===== config.mk =====
export PLATFORM = sky130hd
export DESIGN_NAME = axis_pkt_rx
export DESIGN_NICKNAME = d
export VERILOG_FILES = /design/src/rtl/axis_pkt_rx.sv
export SDC_FILE = /design/constraint.sdc
export NUM_CORES = 2
export LEC_CHECK = 0
export CORE_MARGIN = 5
export CORE_UTILIZATION = 32
export DETAILED_ROUTE_END_ITERATION = 8
export DONT_BUFFER_PORTS = 1
export SLEW_MARGIN = 40
export SYNTH_ARGS = -nofsm -noshare
export SYNTH_HDL_FRONTEND = slang
export SYNTH_SLANG_ARGS = --single-unit

===== constraint.sdc =====
create_clock -name clk -period 5.04 [get_ports clk]
set_clock_uncertainty 0.05 [all_clocks]
set_input_delay 0.504 -clock clk [delete_from_list [all_inputs] [get_ports clk]]
set_output_delay 0.504 -clock clk [all_outputs]
set_load 0.02 [all_outputs]

===== src/rtl/axis_pkt_rx.sv =====
// axis_pkt_rx: store-and-forward AXI4-Stream packet receiver.
// Beats are buffered in a circular word store and become readable only once
// the tlast beat of their packet has been accepted. Packets that do not fit
// (buffer full or packet limit reached) are dropped whole.
// Optional statistics outputs (drop_count, rx_count) are enabled by defining
// PIRADIP_AXIS_RX_STATS_EN.
module axis_pkt_rx #(
    parameter int WIDTH    = 32,
    parameter int DEPTH    = 64,
    parameter int MAX_PKTS = 8
) (
    input  logic                      clk,
    input  logic                      reset,
    input  logic                      s_tvalid,
    output logic                      s_tready,
    input  logic [WIDTH-1:0]          s_tdata,
    input  logic [WIDTH/8-1:0]        s_tkeep,
    input  logic                      s_tlast,
    input  logic                      rd_en,
    output logic                      rd_valid,
    output logic [WIDTH-1:0]          rd_data,
    output logic [WIDTH/8-1:0]        rd_keep,
    output logic                      rd_last,
    output logic [$clog2(MAX_PKTS):0] pkt_count
`ifdef PIRADIP_AXIS_RX_STATS_EN
    ,
    output logic [15:0]               drop_count,
    output logic [15:0]               rx_count
`endif
);

    localparam int AW = $clog2(DEPTH);
    localparam int PW = $clog2(MAX_PKTS) + 1;

    typedef enum logic {ACCEPT, DROP} state_t;

    state_t          state_q, state_d;
    logic [AW-1:0]   wr_ptr, commit_ptr, rd_ptr;
    logic            beat, full, limit;
    logic            do_write, do_commit, do_drop;
    logic            pop, pop_last;

    logic [WIDTH-1:0]   mem_data [DEPTH];
    logic [WIDTH/8-1:0] mem_keep [DEPTH];
    logic               mem_last [DEPTH];

    assign s_tready = ~reset;
    assign beat     = s_tvalid && s_tready;
    assign full     = (wr_ptr + AW'(1)) == rd_ptr;
    assign limit    = pkt_count == PW'(MAX_PKTS);

    assign rd_valid = rd_ptr != commit_ptr;
    assign rd_data  = mem_data[rd_ptr];
    assign rd_keep  = mem_keep[rd_ptr];
    assign rd_last  = mem_last[rd_ptr];
    assign pop      = rd_en && rd_valid;
    assign pop_last = pop && mem_last[rd_ptr];

    // Write FSM next state and per-beat store/commit/drop decisions
    always_comb begin
        state_d   = state_q;
        do_write  = 1'b0;
        do_commit = 1'b0;
        do_drop   = 1'b0;
        if (beat) begin
            case (state_q)
                ACCEPT: begin
                    if (full || limit) begin
                        do_drop = 1'b1;
                        if (!s_tlast) state_d = DROP;
                    end else begin
                        do_write  = 1'b1;
                        do_commit = s_tlast;
                    end
                end
                DROP: begin
                    if (s_tlast) state_d = ACCEPT;
                end
                default: state_d = ACCEPT;
            endcase
        end
    end

    // State, pointers and committed packet count
    always_ff @(posedge clk) begin
        if (reset) begin
            state_q    <= ACCEPT;
            wr_ptr     <= '0;
            commit_ptr <= '0;
            rd_ptr     <= '0;
            pkt_count  <= '0;
        end else begin
            state_q <= state_d;
            if (do_write)  wr_ptr     <= wr_ptr + AW'(1);
            if (do_commit) commit_ptr <= wr_ptr + AW'(1);
            if (do_drop)   wr_ptr     <= commit_ptr;
            if (pop)       rd_ptr     <= rd_ptr + AW'(1);
            // A commit and a last-word pop in the same cycle cancel out
            if (do_commit && !pop_last)
                pkt_count <= pkt_count + PW'(1);
            else if (!do_commit && pop_last)
                pkt_count <= pkt_count - PW'(1);
        end
    end

    // Word storage, deliberately not reset
    always_ff @(posedge clk) begin
        if (do_write) begin
            mem_data[wr_ptr] <= s_tdata;
            mem_keep[wr_ptr] <= s_tkeep;
            mem_last[wr_ptr] <= s_tlast;
        end
    end

`ifdef PIRADIP_AXIS_RX_STATS_EN
    // Saturating drop counter and wrapping receive counter
    always_ff @(posedge clk) begin
        if (reset) begin
            drop_count <= '0;
            rx_count   <= '0;
        end else begin
            if (do_drop && drop_count != '1) drop_count <= drop_count + 16'd1;
            if (do_commit)                   rx_count   <= rx_count + 16'd1;
        end
    end
`endif

endmodule


==> flow_summary.json <==
{
  "cp-endpoint": "rd_data[22]",
  "grt_setup_unrepaired": "no",
  "clockRootBuffer": "clkbuf_16",
  "start_util_pct": 32.1,
  "drt-initial-drc-count": 6234,
  "vias": 42900,
  "antenna_left": 0,
  "maxCapViolCount": 0,
  "grt_max_degree": 112,
  "gp_congestion": 0.781,
  "cts.reportedPaths.clkPinSlew_ns": 0.07,
  "mostFrequentLayoutCell": "edfxtp_1",
  "tightestPinTransition_ns": 0.926,
  "p_seq_share_pct": 49.6,
  "chipHeight_um": 544,
  "hold_viol_final": 0,
  "critPathKind": "register to output pin",
  "share_comb_of_total_power_pct": 12.5,
  "num-nets-final": 4073,
  "end_kind": "output pin",
  "synth_cells": 3677,
  "synth_edf_count": 2368,
  "p_clk_share_pct": 38.0,
  "syn_to_final_growth_pct": 17.4,
  "grt_overflow_total": 0,
  "reg2reg_slack_ns": 0.74,
  "drive_gt1_share_pct": 33.5,
  "die_w_um": 544,
  "syn-num-nets": 3724,
  "required_ns": 4.49,
  "final_cell_mix": "2368 x edfxtp_1, 737 x mux4_2, 225 x clkbuf_16",
  "min_period_ns": 4.90,
  "ctsHtreeMaxLevel": 4,
  "place_ws_ns": 0.652,
  "synth_area_um2": 91300,
  "first_pass_iters": 6,
  "worst_slack_ns": 0.136,
  "clock.fmax_ghz": 0.204,
  "cts_buffer_depth": 3,
  "power.density_nw_per_um2": 418,
  "cts_buffers": 225,
  "drc_errors": 0,
  "insertion_delay_ns": 0.87,
  "power_switching_mw": 10.5,
  "ys_seq_area_share_pct": 78.5,
  "dp_hpwl_um": 135000,
  "core_um2": 284000,
  "slew_headroom_pct": 38.3,
  "vdd.ir_drop.worst_mv": 0.326,
  "leakagePower_nw": 31.8,
  "setup_viol_count_final": 0,
  "critPathArrivalTime_ns": 4.35,
  "reg2reg_depth": 15,
  "cts_tree": "done",
  "avgSynthCellArea_um2": 24.8,
  "cp-start-kind": "register",
  "slew_viol_final": 0,
  "totalWireLength_um": 249000,
  "r2r-end": "pkt_count[3]",
  "wl_per_cell_um": 31.1,
  "rows": 196,
  "post-route-util_pct": 37.7,
  "status": "finished, final reports clean",
  "p_sw_share_pct": 23.5,
  "power_mw": 44.7,
  "grt_pass1_wl_um": 346000,
  "grtUsageTotal_pct": 16.6,
  "num_io_pins": 84,
  "ys_ff_latch": 2397,
  "ys_types": 47,
  "p_int_mw": 34.2,
  "antenna_found_initial": 12,
  "crit_fanout": 71,
  "numPortBuffers": 0,
  "dieArea_um2": 296000,
  "fin_crit_sh_pct": 97.3,
  "cts_sinks": 2397,
  "yosys_warnings": 0,
  "yosys_most_used_dff": "edfxtp_1",
  "via_per_inst": 5.37,
  "synth-async-reset-ratio_pct": 0,
  "grt_pass1_vias": 43200,
  "hp-class": "input pin to register"
}
routing by layer:
metal,track usage [%],vias to the layer above,share of wire [%]
li1,-,16700,-
met1,24.1,23700,41
met2,25.8,2218,47
met3,3.00,322,9.2
met4,4.30,0,2.7
met5,0,-,0
cell usage after synthesis, types with 3 or more instances:
cell	number	area, µm²
o21ai_0	3	15.0
clkbuf_1	106	398
a22oi_1	61	458
nand2_1	43	161
nor3_1	6	30.0
buf_2	74	370
xor2_1	16	140
nand3b_1	6	45.0
mux4_2	737	16600
xnor2_1	9	78.8
nor4_1	8	50.1
edfxtp_1	2368	71100
inv_1	4	15.0
nand4_1	3	18.8
ha_1	5	62.6
nor2b_1	11	68.8
a211oi_1	15	113
dfxtp_1	29	581
nor2_1	82	308
nand3_1	16	80.1
mux2i_1	11	110
a21oi_1	16	80.1
nor3b_1	3	22.5
buf_1	12	45.0
per-stage QoR:
stage          instance area, µm²  hold slack (ns)  std cells  setup TNS, ns
3_5_place_dp                98100            0.457       7471              0
3_3_place_gp                98000            0.453       7463              0
2_1_floorplan               91300            0.426       3677        -140.48
4_1_cts                    107000           0.0118       7975              0
5_1_grt                    107000           0.0804       7987              0
6_report                   107000           0.0676       7988              0
kinds of logic (layout without fill, tap and decap cells):
logic type | Yosys count | count (layout) | share of synthesized area (%)
xor+xnor | 27 | 27 | 0.289
compound gates | 105 | 105 | 0.818
simple gates | 193 | 193 | 0.991
buf+inv | 201 | 748 | 0.954
fa+ha+maj | 6 | 6 | 0.0905
flops | 2397 | 2397 | 78.5
mux | 748 | 748 | 18.3
other cells | 0 | 2 | 0
registers in the layout, indices dropped and copies added (netlist names), named ones only:
register,cells
commit_ptr,6
mem_data,2048
mem_keep,256
mem_last,64
pkt_count,4
rd_ptr,6
state_q,1
wr_ptr,6
worst max-delay path, stage by stage, from the launching register on:
cell and delay (ns):
dfxtp_4 0.76, buf_4 0.34, buf_12 0.35, mux4_2 0.40, mux4_2 0.50, a22oi_1 0.47, nand2_1 0.28, buf_4 0.24
power groups by stage:
| stage | Clock, mW | Sequential (mW) | Combinational (mW) |
|---|---|---|---|
| 3_5_place_dp | 0 | 22.7 | 5.09 |
| 6_report | 17.0 | 22.2 | 5.57 |
| 3_3_place_gp | 0 | 22.7 | 5.07 |
| 4_1_cts | 17.3 | 22.2 | 5.62 |
| 5_1_grt | 18.1 | 22.2 | 5.92 |
| 2_1_floorplan | 0 | 22.6 | 3.53 |
worst min path at each step:
stage                     cells past startpoint     startpoint         to
after global routing                          4          rd_en   register
final                                         4          rd_en   register
after CTS                                     4          rd_en   register
after floorplan                               2  commit_ptr[1]  wr_ptr[1]
after global placement                        2        state_q    state_q
after detailed placement                      2        state_q    state_q
repair_timing:
item | 4_1_cts | 5_1_grt
setup buffers | 1 | 9
endpoints found under the hold margin | 2397 | 4
resized for setup | 1 | 0
hold buffers | 76 | 1
setup endpoints to repair | 17 | 3
cloned | 2 | 0
area by class of cell:
class	count	area, µm²
Fill cell	25200	177000
Multi-Input combinational cell	1079	19200
Sequential cell	2397	71700
Inverter	4	15.0
Clock buffer	276	5840
Timing Repair Buffer	319	4100
Tap cell	3762	4710
Clock inverter	149	1560
Antenna cell	2	5.00
Note: power is estimated with default switching activity, not from simulation.
